### config.mk
export PLATFORM = sky130hd
export DESIGN_NAME = fixed_vec_recip_flat
export DESIGN_NICKNAME = d
export VERILOG_FILES = /design/src/rtl/fixed_vec_recip_if.sv /design/src/rtl/fixed_vec_recip.sv /design/src/flat_wrapper.sv
export SDC_FILE = /design/constraint.sdc
export NUM_CORES = 1
export LEC_CHECK = 0
export CORE_MARGIN = 3
export CORE_UTILIZATION = 35
export DETAILED_ROUTE_END_ITERATION = 16
export GPL_TIMING_DRIVEN = 1
export HOLD_SLACK_MARGIN = 0.12
export REMOVE_ABC_BUFFERS = 1
export SYNTH_ARGS = -nofsm -noshare
export SYNTH_HDL_FRONTEND = slang
export SYNTH_SLANG_ARGS = --single-unit
### constraint.sdc
create_clock -name clk -period 4.7 [get_ports clk]
set_clock_uncertainty 0.05 [all_clocks]
set_input_delay 0.47 -clock clk [delete_from_list [all_inputs] [get_ports clk]]
set_output_delay 0.47 -clock clk [all_outputs]
set_load 0.03 [all_outputs]
### src/rtl/fixed_vec_recip_if.sv
// Handshake and data bundle for fixed_vec_recip: operand vector in, reciprocal
// vector plus per-channel flags out, each side with valid/ready flow control.
interface fixed_vec_recip_if #(
    parameter int WIDTH    = 32,
    parameter int CHANNELS = 3
);
    logic                      in_valid;
    logic                      in_ready;
    logic [CHANNELS*WIDTH-1:0] in_v;
    logic                      out_valid;
    logic                      out_ready;
    logic [CHANNELS*WIDTH-1:0] out_v;
    logic [CHANNELS-1:0]       out_div0;
    logic [CHANNELS-1:0]       out_sat;

    modport master (
        output in_valid, in_v, out_ready,
        input  in_ready, out_valid, out_v, out_div0, out_sat
    );

    modport slave (
        input  in_valid, in_v, out_ready,
        output in_ready, out_valid, out_v, out_div0, out_sat
    );
endinterface

### src/rtl/fixed_vec_recip.sv
// N-channel signed fixed-point reciprocal: restoring division of 2^(2*FRAC) by |x|,
// all channels in lockstep, BITS_PER_CYCLE quotient bits per clock, saturating output.
module fixed_vec_recip #(
    parameter int WIDTH          = 32,
    parameter int FRAC           = 16,
    parameter int CHANNELS       = 3,
    parameter int BITS_PER_CYCLE = 1
) (
    input logic              clk,
    input logic              resetn,
    fixed_vec_recip_if.slave bus
);
    localparam int QBITS = 2 * FRAC + 1;
    localparam int ITER  = (QBITS + BITS_PER_CYCLE - 1) / BITS_PER_CYCLE;
    localparam int QW    = ITER * BITS_PER_CYCLE;
    // Leading zero dividend bits when QBITS is not a multiple of BITS_PER_CYCLE.
    localparam int PAD   = QW - QBITS;
    localparam int CW    = ((QW > WIDTH) ? QW : WIDTH) + 1;
    localparam int CNT_W = (ITER > 1) ? $clog2(ITER) : 1;
    localparam logic [WIDTH-1:0] MAXP = {1'b0, {(WIDTH-1){1'b1}}};

    typedef enum logic [1:0] {
        S_IDLE,
        S_DIV,
        S_FIX,
        S_DONE
    } state_t;

    state_t r_state;
    state_t w_state_next;
    logic   w_in_ready;
    logic   w_load;
    logic   w_step;
    logic   w_fix;

    logic [CNT_W-1:0]          r_cnt;
    logic                      r_sign [CHANNELS];
    logic                      r_zero [CHANNELS];
    logic [WIDTH-1:0]          r_mag  [CHANNELS];
    logic [WIDTH:0]            r_rem  [CHANNELS];
    logic [QW-1:0]             r_quo  [CHANNELS];
    logic [CHANNELS*WIDTH-1:0] r_out_v;
    logic [CHANNELS-1:0]       r_out_div0;
    logic [CHANNELS-1:0]       r_out_sat;

    logic [WIDTH-1:0]          w_x     [CHANNELS];
    logic [WIDTH-1:0]          w_abs   [CHANNELS];
    logic [WIDTH:0]            w_rem_nxt [CHANNELS];
    logic [QW-1:0]             w_quo_nxt [CHANNELS];
    logic [BITS_PER_CYCLE-1:0] w_div_bit;
    logic [CHANNELS*WIDTH-1:0] w_res_v;
    logic [CHANNELS-1:0]       w_res_div0;
    logic [CHANNELS-1:0]       w_res_sat;

    // NOTE: sequential state uses non-blocking assignments so every register
    // samples the pre-edge values; reset is asynchronous on resetn low.
    always_ff @(posedge clk or negedge resetn) begin
        if (!resetn) begin
            r_state <= S_IDLE;
        end else begin
            r_state <= w_state_next;
        end
    end

    // NOTE: every always_comb output gets a default first so no path infers a latch.
    always_comb begin
        w_state_next = r_state;
        w_in_ready   = 1'b0;
        w_load       = 1'b0;
        w_step       = 1'b0;
        w_fix        = 1'b0;
        case (r_state)
            S_IDLE: begin
                w_in_ready = 1'b1;
                if (bus.in_valid) begin
                    w_load       = 1'b1;
                    w_state_next = S_DIV;
                end
            end
            S_DIV: begin
                w_step = 1'b1;
                if (r_cnt == '0) w_state_next = S_FIX;
            end
            S_FIX: begin
                w_fix        = 1'b1;
                w_state_next = S_DONE;
            end
            S_DONE: begin
                if (bus.out_ready) begin
                    w_in_ready = 1'b1;
                    if (bus.in_valid) begin
                        w_load       = 1'b1;
                        w_state_next = S_DIV;
                    end else begin
                        w_state_next = S_IDLE;
                    end
                end
            end
            default: w_state_next = S_IDLE;
        endcase
    end

    // |x| as WIDTH-bit unsigned: the most negative input maps to 2^(WIDTH-1).
    always_comb begin
        for (int c = 0; c < CHANNELS; c++) begin
            w_x[c]   = bus.in_v[c*WIDTH +: WIDTH];
            w_abs[c] = w_x[c][WIDTH-1] ? (~w_x[c] + WIDTH'(1)) : w_x[c];
        end
    end

    // The dividend is a single 1 followed by 2*FRAC zeros, fed MSB first.
    always_comb begin
        w_div_bit = '0;
        for (int j = 0; j < BITS_PER_CYCLE; j++) begin
            w_div_bit[j] = (r_cnt == CNT_W'(ITER - 1)) && (j == PAD);
        end
    end

    always_comb begin
        logic [WIDTH:0] v_rem;
        logic [QW-1:0]  v_quo;
        v_rem = '0;
        v_quo = '0;
        for (int c = 0; c < CHANNELS; c++) begin
            v_rem = r_rem[c];
            v_quo = r_quo[c];
            for (int j = BITS_PER_CYCLE - 1; j >= 0; j--) begin
                v_rem = {v_rem[WIDTH-1:0], w_div_bit[BITS_PER_CYCLE-1-j]};
                v_quo = {v_quo[QW-2:0], 1'b0};
                if (v_rem >= {1'b0, r_mag[c]}) begin
                    v_rem    = v_rem - {1'b0, r_mag[c]};
                    v_quo[0] = 1'b1;
                end
            end
            w_rem_nxt[c] = v_rem;
            w_quo_nxt[c] = v_quo;
        end
    end

    always_comb begin
        logic [CW-1:0]    v_q;
        logic [WIDTH-1:0] v_mag;
        w_res_v    = '0;
        w_res_div0 = '0;
        w_res_sat  = '0;
        v_q        = '0;
        v_mag      = '0;
        for (int c = 0; c < CHANNELS; c++) begin
            v_q = CW'(r_quo[c]);
            if (r_zero[c]) begin
                v_mag         = MAXP;
                w_res_div0[c] = 1'b1;
            end else if (v_q > CW'(MAXP)) begin
                v_mag        = MAXP;
                w_res_sat[c] = 1'b1;
            end else begin
                v_mag = v_q[WIDTH-1:0];
            end
            w_res_v[c*WIDTH +: WIDTH] = (r_sign[c] && !r_zero[c]) ? (~v_mag + WIDTH'(1)) : v_mag;
        end
    end

    always_ff @(posedge clk or negedge resetn) begin
        if (!resetn) begin
            r_cnt      <= '0;
            r_out_v    <= '0;
            r_out_div0 <= '0;
            r_out_sat  <= '0;
            for (int c = 0; c < CHANNELS; c++) begin
                r_sign[c] <= 1'b0;
                r_zero[c] <= 1'b0;
                r_mag[c]  <= '0;
                r_rem[c]  <= '0;
                r_quo[c]  <= '0;
            end
        end else begin
            if (w_load) begin
                r_cnt <= CNT_W'(ITER - 1);
                for (int c = 0; c < CHANNELS; c++) begin
                    r_sign[c] <= w_x[c][WIDTH-1];
                    r_zero[c] <= (w_x[c] == '0);
                    r_mag[c]  <= w_abs[c];
                    r_rem[c]  <= '0;
                    r_quo[c]  <= '0;
                end
            end else if (w_step) begin
                if (r_cnt != '0) r_cnt <= r_cnt - CNT_W'(1);
                for (int c = 0; c < CHANNELS; c++) begin
                    r_rem[c] <= w_rem_nxt[c];
                    r_quo[c] <= w_quo_nxt[c];
                end
            end
            if (w_fix) begin
                r_out_v    <= w_res_v;
                r_out_div0 <= w_res_div0;
                r_out_sat  <= w_res_sat;
            end
        end
    end

    assign bus.in_ready  = w_in_ready;
    assign bus.out_valid = (r_state == S_DONE);
    assign bus.out_v     = r_out_v;
    assign bus.out_div0  = r_out_div0;
    assign bus.out_sat   = r_out_sat;
endmodule
### src/flat_wrapper.sv
// flat-port wrapper written by rule: the top's interface ports become plain ports
module fixed_vec_recip_flat 
#(
    parameter int WIDTH          = 32,
    parameter int FRAC           = 16,
    parameter int CHANNELS       = 3,
    parameter int BITS_PER_CYCLE = 1
)
  (clk, resetn, bus_in_valid, bus_in_v, bus_out_ready, bus_in_ready, bus_out_valid, bus_out_v, bus_out_div0, bus_out_sat);
  fixed_vec_recip_if #(.WIDTH(WIDTH), .CHANNELS(CHANNELS)) bus_i ();
  input logic clk;
  input logic resetn;
  input wire logic [$bits(bus_i.in_valid)-1:0] bus_in_valid;
  input wire logic [$bits(bus_i.in_v)-1:0] bus_in_v;
  input wire logic [$bits(bus_i.out_ready)-1:0] bus_out_ready;
  output wire logic [$bits(bus_i.in_ready)-1:0] bus_in_ready;
  output wire logic [$bits(bus_i.out_valid)-1:0] bus_out_valid;
  output wire logic [$bits(bus_i.out_v)-1:0] bus_out_v;
  output wire logic [$bits(bus_i.out_div0)-1:0] bus_out_div0;
  output wire logic [$bits(bus_i.out_sat)-1:0] bus_out_sat;
  assign bus_i.in_valid = bus_in_valid;
  assign bus_i.in_v = bus_in_v;
  assign bus_i.out_ready = bus_out_ready;
  assign bus_in_ready = bus_i.in_ready;
  assign bus_out_valid = bus_i.out_valid;
  assign bus_out_v = bus_i.out_v;
  assign bus_out_div0 = bus_i.out_div0;
  assign bus_out_sat = bus_i.out_sat;
  fixed_vec_recip #(.WIDTH(WIDTH), .FRAC(FRAC), .CHANNELS(CHANNELS), .BITS_PER_CYCLE(BITS_PER_CYCLE)) u_core (.clk(clk), .resetn(resetn), .bus(bus_i));
endmodule
==> results.json, run 1 <==
{
  "synth_area_leaders": "dfrtp_1 (39%), mux2i_1 (6.0%), nor2_1 (5.4%)",
  "rows": 99,
  "drv_cap": 0,
  "hold_viol_final": 0,
  "grt_max_degree": 144,
  "routed_wl_mm": 68.42,
  "portBuffers": 203,
  "worst_slew_pin_slew_ns": 0.9933,
  "dr.pass1.iters": 7,
  "synth_cell_type_count": 78,
  "crit_type": "reg2reg",
  "worstHoldPathType": "in2async",
  "synth_area_mm2": 0.02602,
  "first_global_vias": 21070,
  "synth_ff_type": "dfrtp_1",
  "yosysTopAreaCellShare_pct": 39.14,
  "synthSimpleGateAreaFrac_pct": 16.48,
  "clkTransAtPathRegs_ns": 0.06,
  "ys_seq_area_share_pct": 39.14,
  "placed_area_mm2": 0.02908,
  "critPathBufInv": 3,
  "cp-start-kind": "flop",
  "final.min_clock_period_ns": 4.341,
  "mostFrequentLayoutCells": "dfrtp_1 (407), nor2_1 (376), nand2_1 (270), o21ai_0 (270), a21oi_1 (244)",
  "post-dp-hpwl_mm": 47.93,
  "die-height_um": 278.7,
  "yosys_register_bits": 407,
  "required_ns": 5.14,
  "critPathTopFamily": "compound AO/OA/AOI/OAI gates",
  "grt_antenna_before_repair": 2,
  "fmax_mhz": 230.3,
  "critical_path.endpoint_type": "flop",
  "postCtsSetupBuffers": 0,
  "syn_area_per_cell_um2": 8.613,
  "drc_errors": 0,
  "period_share_pct": 92.37,
  "status": "finished clean",
  "synth_top_family_by_area": "compound AO/OA/AOI/OAI gates",
  "via_per_inst": 5.276,
  "clockBufferDepth": 3,
  "rsz0062_at_grt": "false",
  "synthArstFlopShare_pct": 100.0,
  "ant_nets": 0,
  "clk_latency_ns": 0.58,
  "die_area_mm2": 0.07765,
  "crit_path_frequent_cell": "o31a_1",
  "synth_compound_area_share_pct": 19.92,
  "cts_tree": "done",
  "numClockSinks": 407,
  "nets": 3363,
  "slowest_stage": "fa_1",
  "stdcell_area_mm2": 0.03073,
  "grt_pass1_wl_mm": 111.9,
  "fill_cells": 7377,
  "crit_fanout": 4,
  "cpPeakStageDelay_ns": 0.41,
  "yosysTopAreaCell": "dfrtp_1",
  "mostFrequentLayoutCell": "dfrtp_1",
  "yosysWarnings": 0,
  "cts-root-buf": "clkbuf_16",
  "critical_path.cell_chain": "inv_1 -> ha_1 -> inv_1 -> or3_1 -> nor2_1 -> nand2_1 -> buf_4 -> ha_1 -> fa_1 -> nor2b_1 -> o31a_1 -> o31a_1 -> o31a_1 -> a21oi_1 -> o211a_1 -> o21ai_0 -> a211oi_1 -> o31a_1 -> a211oi_1",
  "syn2layout_area_growth_pct": 18.08,
  "setup_viol": 0,
  "cts_inserted_buffers": 48,
  "crit_arrival_ns": 4.78,
  "grt_overflow": 0,
  "synthCells": 3021,
  "post_drt_wl_per_cell_um": 16.49,
  "synth-adder-area-share_pct": 5.424,
  "initial_core_util_pct": 35.48,
  "slew_viol_final": 0,
  "synthMuxAreaShare_pct": 7.641,
  "grt_usage_pct": 17.31,
  "layout-drive-gt1-share_pct": 5.458,
  "synth_edf_count": 0,
  "max-slew-margin-rel_pct": 33.17,
  "place_congestion": 0.8521,
  "routed-via-count": 21890,
  "h-tree-depth": 2,
  "drt_first_iter_violations": 1377,
  "synth_xor_area_share_pct": 6.765,
  "io_pins": 204,
  "die_x_um": 278.7,
  "core_mm2": 0.07333
}
[cell type report]
cell class | count | area, um^2 | area share, %
multi-input combinational | 2300 | 14680 | 47.77
sequential | 407 | 10180 | 33.15
antenna | 2 | 5.005 | 0.01629
clock inverter | 14 | 202.7 | 0.6597
clock buffer | 72 | 1433 | 4.662
timing repair buffer | 243 | 2452 | 7.981
inverter | 152 | 570.5 | 1.857
tap | 959 | 1200 | 3.905
[synth_stat cells, drive strengths merged (37+ instances only)]
library cell	number
a21o	38
a21oi	244
clkbuf	137
dfrtp	407
ha	108
inv	151
mux2	37
mux2i	157
nand2	271
nand3	42
nor2	378
nor3	64
o21ai	288
o31ai	44
or3	39
xnor2	74
xor2	127
[state kept, by name (all words and copies together), names as in the netlist]
register,count
u_core.r_rem,96
u_core.r_cnt,6
u_core.r_quo,99
u_core.bus.out_v,96
u_core.bus.out_sat,3
u_core.bus.out_div0,3
u_core.r_sign,3
u_core.r_state,2
u_core.r_zero,3
u_core.r_mag,96
[per-stage QoR]
stage,hold slack [ns],TNS [ns],instances,util [%],setup slack [ns]
finish,0.4254,0,4149,41.90,0.3588
CTS,0.4327,0,4147,41.90,0.3494
floorplan,0.1244,-610.31,2859,-,-4.747
detailed placement,0.4181,0,4060,39.65,0.3566
global route,0.4515,0,4148,41.90,0.006760
global placement,0.4117,0,4060,39.65,0.5110
[worst reg2reg max path, stage by stage (launching register included)]
cell	delay, ns
dfrtp_1	0.37
inv_1	0.09
ha_1	0.15
inv_1	0.04
or3_1	0.34
nor2_1	0.19
nand2_1	0.11
buf_4	0.18
ha_1	0.21
fa_1	0.41
nor2b_1	0.17
o31a_1	0.19
o31a_1	0.21
o31a_1	0.22
a21oi_1	0.14
o211a_1	0.30
o21ai_0	0.30
a211oi_1	0.13
o31a_1	0.25
a211oi_1	0.21
[worst paths after layout]
kind / slack, ns / start / cells past startpoint / to
worst max-delay path: 0.36 / u_core.r_cnt[0] / 19 / u_core.r_rem[92]
worst min-delay path: 0.43 / resetn / 2 / u_core.r_mag[27]
worst max register to register: 0.36 / u_core.r_cnt[0] / 19 / u_core.r_rem[92]
worst min register to register: 0.43 / u_core.r_mag[92] / 2 / u_core.r_mag[92]
max in group asynchronous: 2.98 / resetn / 3 / u_core.bus.out_v[26]
min in group clk: 0.43 / u_core.r_mag[92] / 2 / u_core.r_mag[92]
[routing by layer]
metal	GRT usage [%]	vias up	part of all wire [%]
met5	0	-	0
met4	4.498	0	2.1
met3	2.366	70	3.7
met2	27.88	340	46
met1	24.57	10480	49
li1	-	11000	-
[cells by family (layout without fill, tap and decap cells)]
| group | count (synthesis) | after routing |
|---|---|---|
| AO/OA/AOI/OAI | 847 | 847 |
| XOR/XNOR | 201 | 201 |
| adder cells (fa/ha/maj) | 111 | 111 |
| buffers and inverters | 314 | 481 |
| flip-flops | 407 | 407 |
| multiplexers | 194 | 194 |
| other | 0 | 2 |
| AND/OR/NAND/NOR | 947 | 947 |
[what timing repair did]
action | in CTS | in global routing
hold buffers | 1 | 0
gates resized for setup | 0 | 0
setup endpoints to repair | 0 | 0
endpoints found under the hold margin | 91 | 0
Power of run 1 is left out: the tool's default activity adds up to more than one toggle a clock period on the data nets, which glitch-free logic cannot reach.
==> run 2: changes to the inputs <==
GPL_TIMING_DRIVEN = 0   (was 1)
clock period = 4.9 ns   (was 4.7 ns; I/O delays follow)
==> run 2 against run 1 <==
Effect of this change: sequential cell count is the same; worst setup slack lost 0.019 ns; die area is the same; register-to-register slack lost 0.02 ns; hold slack lost 0.029 ns; sequential share of layout area shrank 0.19 points; first-iteration DRC count shrank 11%; core utilization grew 0.25 points; count of clock-buffer cells in the layout grew 4; global-route usage shrank 0.13 points; via count shrank 0.88%.
==> results.json, run 2 (synthesis results as in run 1) <==
{
  "drc_errors": 0,
  "critPathBufInv": 0,
  "clockBufferDepth": 3,
  "cts_inserted_buffers": 50,
  "cp-start-kind": "flop",
  "use_met3_pct": 2.517,
  "drt_first_iter_violations": 1230,
  "portBuffers": 203,
  "fill_cells": 7383,
  "diodes": 0,
  "hold_viol_final": 0,
  "slew_viol_final": 0,
  "crit_type": "reg2reg",
  "setup_viol": 0,
  "grt_antenna_before_repair": 3,
  "initial_core_util_pct": 35.48,
  "final.min_clock_period_ns": 4.560,
  "drv_cap": 0,
  "rsz0062_at_grt": "false",
  "nets": 3353,
  "worstHoldPathType": "in2async",
  "clk_latency_ns": 0.59,
  "grt_overflow": 0,
  "cts-root-buf": "clkbuf_16",
  "grt-busiest-layer": "met2",
  "mostFrequentLayoutCells": "dfrtp_1 (407), nor2_1 (375), nand2_1 (269), o21ai_0 (269), a21oi_1 (243)",
  "cts_tree": "done",
  "slowest_stage": "or3_4",
  "cpPeakStageDelay_ns": 0.61,
  "ant_nets": 0,
  "die_x_um": 278.7,
  "layout-drive-gt1-share_pct": 5.498,
  "status": "finished clean",
  "required_ns": 5.32,
  "mostFrequentLayoutCell": "dfrtp_1",
  "clkTransAtPathRegs_ns": 0.06,
  "crit_fanout": 27,
  "worst_slew_pin_slew_ns": 1.317,
  "die_area_mm2": 0.07765,
  "max-slew-margin-rel_pct": 11.46,
  "grt_pass1_wl_mm": 112.1,
  "post_drt_wl_per_cell_um": 16.17,
  "die-height_um": 278.7,
  "critical_path.cell_chain": "or3_4 -> nor2_1 -> ha_1 -> or3b_4 -> or3_4 -> or3_4 -> nor2_4 -> nand4b_1 -> or3_1 -> or4_4 -> o31ai_4 -> xor2_1 -> mux2_2",
  "dr.pass1.iters": 5,
  "crit_path_frequent_cell": "or3_4",
  "finalSetupTns_ns": 0,
  "place_congestion": 0.8297,
  "fmax_mhz": 219.3,
  "rows": 99,
  "grt_max_degree": 116,
  "max_flop_register": "u_core.r_quo",
  "h-tree-depth": 2,
  "via_per_inst": 5.238,
  "largest_reg_flops": 99,
  "grt_util_met2_pct": 28.01,
  "io_pins": 204,
  "syn2layout_area_growth_pct": 18.78,
  "routed-via-count": 21700,
  "numClockSinks": 407,
  "grt_usage_pct": 17.18,
  "period_share_pct": 93.06,
  "critPathTopFamily": "simple AND/OR/NAND/NOR gates",
  "post-dp-hpwl_mm": 46.86,
  "critical_path.endpoint_type": "flop",
  "first_global_vias": 21210,
  "core_mm2": 0.07333,
  "crit_arrival_ns": 4.98,
  "routed_wl_mm": 66.98,
  "grt_use_met1_pct": 24.23
}
run 2: cell count changes in the layout (fill, tap and decap cells not counted), moves of 3 or more:
cell and delta:
clkbuf_1 +4, buf_16 +13, buf_4 -24, buf_6 +3
buf_12 -7
run 2: metrics by stage:
stage / worst slack, ns / cells / utilization (%) / hold slack [ns] / area [um^2]
6_report: 0.3399 / 4142 / 42.15 / 0.3962 / 30910
5_1_grt: 0.02727 / 4142 / 42.15 / 0.4458 / 30910
4_1_cts: 0.007909 / 4133 / 41.99 / 0.4251 / 30790
3_5_place_dp: 0.005564 / 4039 / 39.69 / 0.4215 / 29110
3_3_place_gp: -15.84 / 4021 / 39.03 / 0.4127 / 28620
2_1_floorplan: -4.547 / 2859 / - / 0.1444 / 25390
run 2: layer usage:
metal  vias to the layer above  part of all wire, %  routed length [um]
met5                         -                0.025                  17
met4                         2                  1.8                1190
met3                        70                  3.8                2553
met2                       303                   46               30680
met1                     10330                   49               32540
li1                      10990                    -                   -
run 2: final timing paths:
| check | endpoint | cells past startpoint | slack [ns] | startpoint |
|---|---|---|---|---|
| min in group clk | u_core.r_mag[36] | 2 | 0.43 | u_core.r_mag[36] |
| max in group asynchronous | u_core.bus.out_v[27] | 4 | 2.84 | resetn |
| hold / removal | u_core.r_mag[24] | 2 | 0.40 | resetn |
| setup / recovery | u_core.bus.out_v[60] | 13 | 0.34 | u_core.r_zero[1] |
| hold reg to reg | u_core.r_mag[36] | 2 | 0.43 | u_core.r_mag[36] |
| setup reg to reg | u_core.bus.out_v[60] | 13 | 0.34 | u_core.r_zero[1] |
run 2: layout make-up:
class / count / area, um^2 / area share [%]
multi-input combinational: 2301 / 14730 / 47.65
sequential: 407 / 10180 / 32.95
timing repair buffer: 230 / 2554 / 8.262
clock buffer: 76 / 1459 / 4.720
tap: 959 / 1200 / 3.882
inverter: 152 / 570.5 / 1.846
clock inverter: 17 / 214.0 / 0.6922
run 2: what timing repair did:
action,4_1_cts,5_1_grt
endpoints found under the setup margin,5,83
endpoints found under the hold margin,70,0
pin swaps,1,3
cloned,0,1
hold buffers,1,0
resized for setup,0,11
buffers inserted,0,7
Power of run 2 is left out for the same reason.
